<file path="src/rtl/ldtu_pkg.sv">
// Shared constants and FSM state type for the LDTU serializer gearbox.
package ldtu_pkg;

    localparam int unsigned LDTU_NBITS_32  = 32;
    localparam int unsigned LDTU_NBITS_8   = 8;
    localparam int unsigned LDTU_IDLE_CNT_W = 16;
    localparam int unsigned LDTU_ALIGN_CNT_W = 4;

    typedef enum logic {
        ALIGN = 1'b0,
        RUN   = 1'b1
    } state_t;

endpackage

</file>
<file path="src/rtl/ldtu_ser_gearbox.sv">
// 32-bit word to 8-bit lane gearbox: MSB byte first, idle insertion, post-reset alignment.
// Optional idle-word counter enabled by macro LDTU_SER_IDLE_CNT_EN.
module ldtu_ser_gearbox
    import ldtu_pkg::*;
#(
    parameter int unsigned Nbits_32 = LDTU_NBITS_32,
    parameter int unsigned Nbits_8  = LDTU_NBITS_8,
    parameter int unsigned N_ALIGN  = 4
) (
    input  logic                CLK,
    input  logic                RST,
    input  logic [Nbits_32-1:0] DATA32_in,
    input  logic                word_valid,
    input  logic [Nbits_32-1:0] idle_pattern,
    output logic                handshake,
    output logic [Nbits_8-1:0]  ser_out,
    output logic                ser_frame,
    output logic                idle_flag
`ifdef LDTU_SER_IDLE_CNT_EN
    ,
    output logic [LDTU_IDLE_CNT_W-1:0] idle_cnt
`endif
);

    localparam int unsigned LANES  = Nbits_32 / Nbits_8;
    localparam int unsigned IDX_W  = (LANES > 1) ? $clog2(LANES) : 1;
    localparam int unsigned ACNT_W = LDTU_ALIGN_CNT_W;
    localparam logic [IDX_W-1:0]  LAST_IDX   = IDX_W'(LANES - 1);
    localparam logic [ACNT_W-1:0] ALIGN_LAST = ACNT_W'(N_ALIGN - 1);

    state_t              state;
    state_t              state_nxt;
    logic [Nbits_32-1:0] sreg;
    logic [IDX_W-1:0]    byte_idx;
    logic [ACNT_W-1:0]   align_cnt;
    logic                load_cyc;
    logic                take_data;

    assign load_cyc  = (byte_idx == LAST_IDX);
    assign ser_out   = sreg[Nbits_32-1 -: Nbits_8];
    assign ser_frame = (byte_idx == '0);

    // State register
    always_ff @(posedge CLK) begin
        if (RST) begin
            state <= ALIGN;
        end else begin
            state <= state_nxt;
        end
    end

    // Next state: ALIGN leaves on the load that completes the last idle word
    always_comb begin
        state_nxt = state;
        case (state)
            ALIGN:   if (load_cyc && (align_cnt == ALIGN_LAST)) state_nxt = RUN;
            RUN:     state_nxt = RUN;
            default: state_nxt = ALIGN;
        endcase
    end

    // Outputs: data is only taken in a RUN load cycle, never while reset is applied
    always_comb begin
        take_data = 1'b0;
        handshake = 1'b0;
        if (!RST && (state == RUN) && load_cyc && word_valid) begin
            take_data = 1'b1;
            handshake = 1'b1;
        end
    end

    // Shift register, byte index and alignment counter
    always_ff @(posedge CLK) begin
        if (RST) begin
            sreg      <= '0;
            byte_idx  <= LAST_IDX;
            align_cnt <= '0;
            idle_flag <= 1'b1;
        end else if (load_cyc) begin
            byte_idx  <= '0;
            sreg      <= take_data ? DATA32_in : idle_pattern;
            idle_flag <= ~take_data;
            if (state == ALIGN) begin
                align_cnt <= align_cnt + ACNT_W'(1);
            end
        end else begin
            byte_idx <= byte_idx + IDX_W'(1);
            sreg     <= {sreg[Nbits_32-Nbits_8-1:0], {Nbits_8{1'b0}}};
        end
    end

`ifdef LDTU_SER_IDLE_CNT_EN
    // Saturating count of idle words inserted while running
    always_ff @(posedge CLK) begin
        if (RST) begin
            idle_cnt <= '0;
        end else if (load_cyc && (state == RUN) && !take_data && (idle_cnt != '1)) begin
            idle_cnt <= idle_cnt + LDTU_IDLE_CNT_W'(1);
        end
    end
`endif

endmodule

</file>
<file path="config.mk">
export PLATFORM = sky130hd
export DESIGN_NAME = ldtu_ser_gearbox
export DESIGN_NICKNAME = d
export VERILOG_FILES = /design/src/rtl/ldtu_pkg.sv /design/src/rtl/ldtu_ser_gearbox.sv
export SDC_FILE = /design/constraint.sdc
export NUM_CORES = 1
export LEC_CHECK = 0
export CAP_MARGIN = 20
export CORE_AREA = 2 2 63 95
export DETAILED_ROUTE_END_ITERATION = 16
export DIE_AREA = 0 0 65 97
export GPL_TIMING_DRIVEN = 0
export PLACE_DENSITY = 0.66
export SYNTH_ARGS = -nofsm -noshare
export SYNTH_HDL_FRONTEND = slang
export SYNTH_SLANG_ARGS = --single-unit
export TNS_END_PERCENT = 50
</file>
<file path="constraint.sdc">
create_clock -name CLK -period 1.9 [get_ports CLK]
set_input_delay 0.475 -clock CLK [delete_from_list [all_inputs] [get_ports CLK]]
set_output_delay 0.475 -clock CLK [all_outputs]
set_load 0.02 [all_outputs]
</file>
==> summary.txt <==
Yosys
  – Yosys reg bits: 40
  – Synth warn: 0
  – Mean post-synth cell area: 8.753 sq um
  – Cell variety after synth: 25
  – Synth Cell Area: ~1900 sq um
  – Seq/Total Area, Yosys: 42.55%
  – Syn nets: 285
  – Post-synthesis cell count: 215

Finish
  – Layout overhead on the synthesized area: 53.66%
  – Layout Nets: 370
  – Final core utilization: 53.46%
  – Share of cells above drive strength 1: between 20% and 30%
  – Ant diodes: 0
  – Register area: 802.0 sq um
  – Number of fill cells: 527
  – Area occupied by multi-input gates: 915.9 sq um

Status
  – Outcome: finished, final reports clean

Die
  – Site row count: 33
  – Die height: 97 um
  – Core ar.: 5409 sq um
  – IO Pins: 78
  – Die area: 6305 sq um
  – Die Wd: 65 um
  – Initial Util: 34.79%

Timing
  – Worst Hold Slack: 432.2 ps
  – Max Clk Rate: between 500 and 600 MHz
  – Final Slew Violations: 0
  – Period utilization: 98.10%
  – Post-Route Skew: 5.803 ps
  – Number of setup violations in the final report: 0
  – Tmin final: 1864 ps
  – Slew HR: 53.30%
  – Worst-margin pin slew: around 700 ps
  – Hold Violations, Final: 0
  – RSZ-0062 raised after global routing: false

Power and ir drop
  – Peak supply drop: 0.4148 mV
  – Power Density: around 800 nW/um^2
  – Pleak: 0.001153 uW

Route
  – DR vias/cell: 4.553
  – WL per Instance: 12.41 um
  – 1st-iter DRT viols: 29
  – DR pass1 iterations: 4
  – DRC violation count after routing: 0
  – Via Count: 1689
  – Remaining antenna violation count: 0
  – Final WL: roughly 4.6 mm

Hold path
  – Worst hold path type: reg2reg

Clock tree
  – Worst-Skew Late Latency: 290 ps
  – Num CTS Buffers: 5
  – CTS tree: done
  – Root Buffer: clkbuf_8
  – Clock Pin Slew Worst Setup and Hold Paths: 80 ps
  – CTS Sinks: 40
  – Clock Tree Buf Depth: 2
  – H-tree levels: 2
  – CTS Hold Bufs: 0

Worst setup path
  – Arr. time, crit path: 1390 ps
  – CP endpoint kind: output port
  – Worst path required time: 1420 ps
  – Crit Path Max Fanout: 7
  – CP startpoint kind: input pin
  – Crit Path Category: in2out

Global route
  – Grt total ovfl: 0
  – First-pass GRT wire length: about 7.8 mm
  – Initial antenna violation count: 0
  – Largest net degree at the start of global routing: 13
  – Tot GR Track Use: 15.69%
  – Number of global-route vias before repair: 1762

Job
  – Max cap viols: 0

Place
  – I/O Buffers: 76
  – GP Congestion: 0.7665
  – Dpl hpwl: 3.561 mm
-- registers in the layout, indices dropped and copies added, names as in the netlist --
signal     count
sreg          32
align_cnt      4
byte_idx       2
idle_flag      1
state          1
-- layout by cell type, fill, tap and decap left out, drive strengths merged, types with 2 or more instances in the layout --
| cell | n |
|---|---|
| a21oi | 9 |
| a311oi | 24 |
| buf | 27 |
| clkbuf | 9 |
| clkdlybuf4s50 | 74 |
| dfxtp | 40 |
| ha | 3 |
| inv | 2 |
| nand2 | 65 |
| nor2 | 32 |
| or2 | 2 |
-- routing by layer --
layer  global-route usage (%)  vias to the layer above  share of wire (%)
met5                        0                        -                  0
met2                    30.06                       60                 53
li1                         -                      879                  -
met3                    3.605                        6                6.4
met1                    15.72                      744                 38
met4                    5.892                        0                1.7
-- power breakdown --
part | leakage, uW | switching [uW] | internal, uW
combinational | 0.000758 | 263 | 322
sequential | 0.000330 | 30.8 | 932
clock | 0.0000645 | 290 | 463
-- cell families (layout without fill, tap and decap cells) --
group	count (synthesis)	count (layout)	synth area share [%]
XOR/XNOR	2	2	0.9310
flip-flops	40	40	42.55
AO/OA/AOI/OAI	34	34	21.28
multiplexers	2	2	1.130
adder cells (fa/ha/maj)	3	3	1.995
buffers and inverters	28	114	9.441
AND/OR/NAND/NOR	106	106	22.67
-- cells in the mapped netlist --
cell,count,area (sq um)
nand2b_1,1,6.260
o21bai_1,1,7.510
nand2_1,65,244.0
mux2i_1,1,10.01
xor2_1,1,8.760
buf_6,3,33.78
buf_4,10,75.07
nand4_1,1,6.260
and2b_1,1,7.510
buf_2,10,50.05
nand3b_1,1,7.510
nor2_1,32,120.1
and2_1,1,6.260
clkbuf_1,3,11.26
nor4bb_1,1,10.01
inv_1,2,7.510
xnor2_1,1,8.760
nor2b_1,1,6.260
ha_1,3,37.54
dfxtp_1,40,800.8
a311oi_2,22,330.3
a21oi_1,9,45.04
or2_2,2,12.51
a311oi_1,2,17.52
mux2_2,1,11.26
-- stage by stage --
stage | instance area [sq um] | cells | TNS (ps) | total power, uW | setup slack [ps]
floorplan | 1882 | 215 | 0 | 1324 | 207.6
global placement | 2730 | 361 | -623.5 | 1557 | -623.5
detailed placement | 2730 | 361 | -606.9 | 1570 | -606.9
CTS | 2868 | 369 | 0 | 2319 | 6.267
global route | 2892 | 371 | 0 | 2420 | 4.397
finish | 2892 | 371 | 0 | 2302 | 36.03
-- cell type report --
cell class / count / area share (%)
clock buffers: 7 / 3.332
flip-flops and latches: 40 / 27.74
multi-input cells: 147 / 31.67
well taps: 70 / 3.029
clock inverters: 1 / 1.039
repair buffers: 79 / 26.96
inverters: 2 / 0.2596
plain buffers: 25 / 5.971
-- final timing paths --
check	start	end	slack (ps)	cells past startpoint
setup / recovery	word_valid	handshake	40	5
hold / removal	byte_idx[0]$_SDFF_PP1_	byte_idx[0]$_SDFF_PP1_	430	1
setup reg to reg	byte_idx[0]$_SDFF_PP1_	sreg[25]$_SDFF_PP0_	400	5
hold reg to reg	byte_idx[0]$_SDFF_PP1_	byte_idx[0]$_SDFF_PP1_	430	1
-- timing repair --
action                                  4_1_cts  5_1_grt
pin swaps                                     1        0
gates resized for setup                      10        3
setup buffers                                 1        2
endpoints found under the setup margin        2        1
-- critical path: stages --
cell and delay, ps:
clkdlybuf4s50_1 480, nand2_2 80, buf_6 140, nor2_2 70
buf_4 140
(Power assumes the default switching activity.)
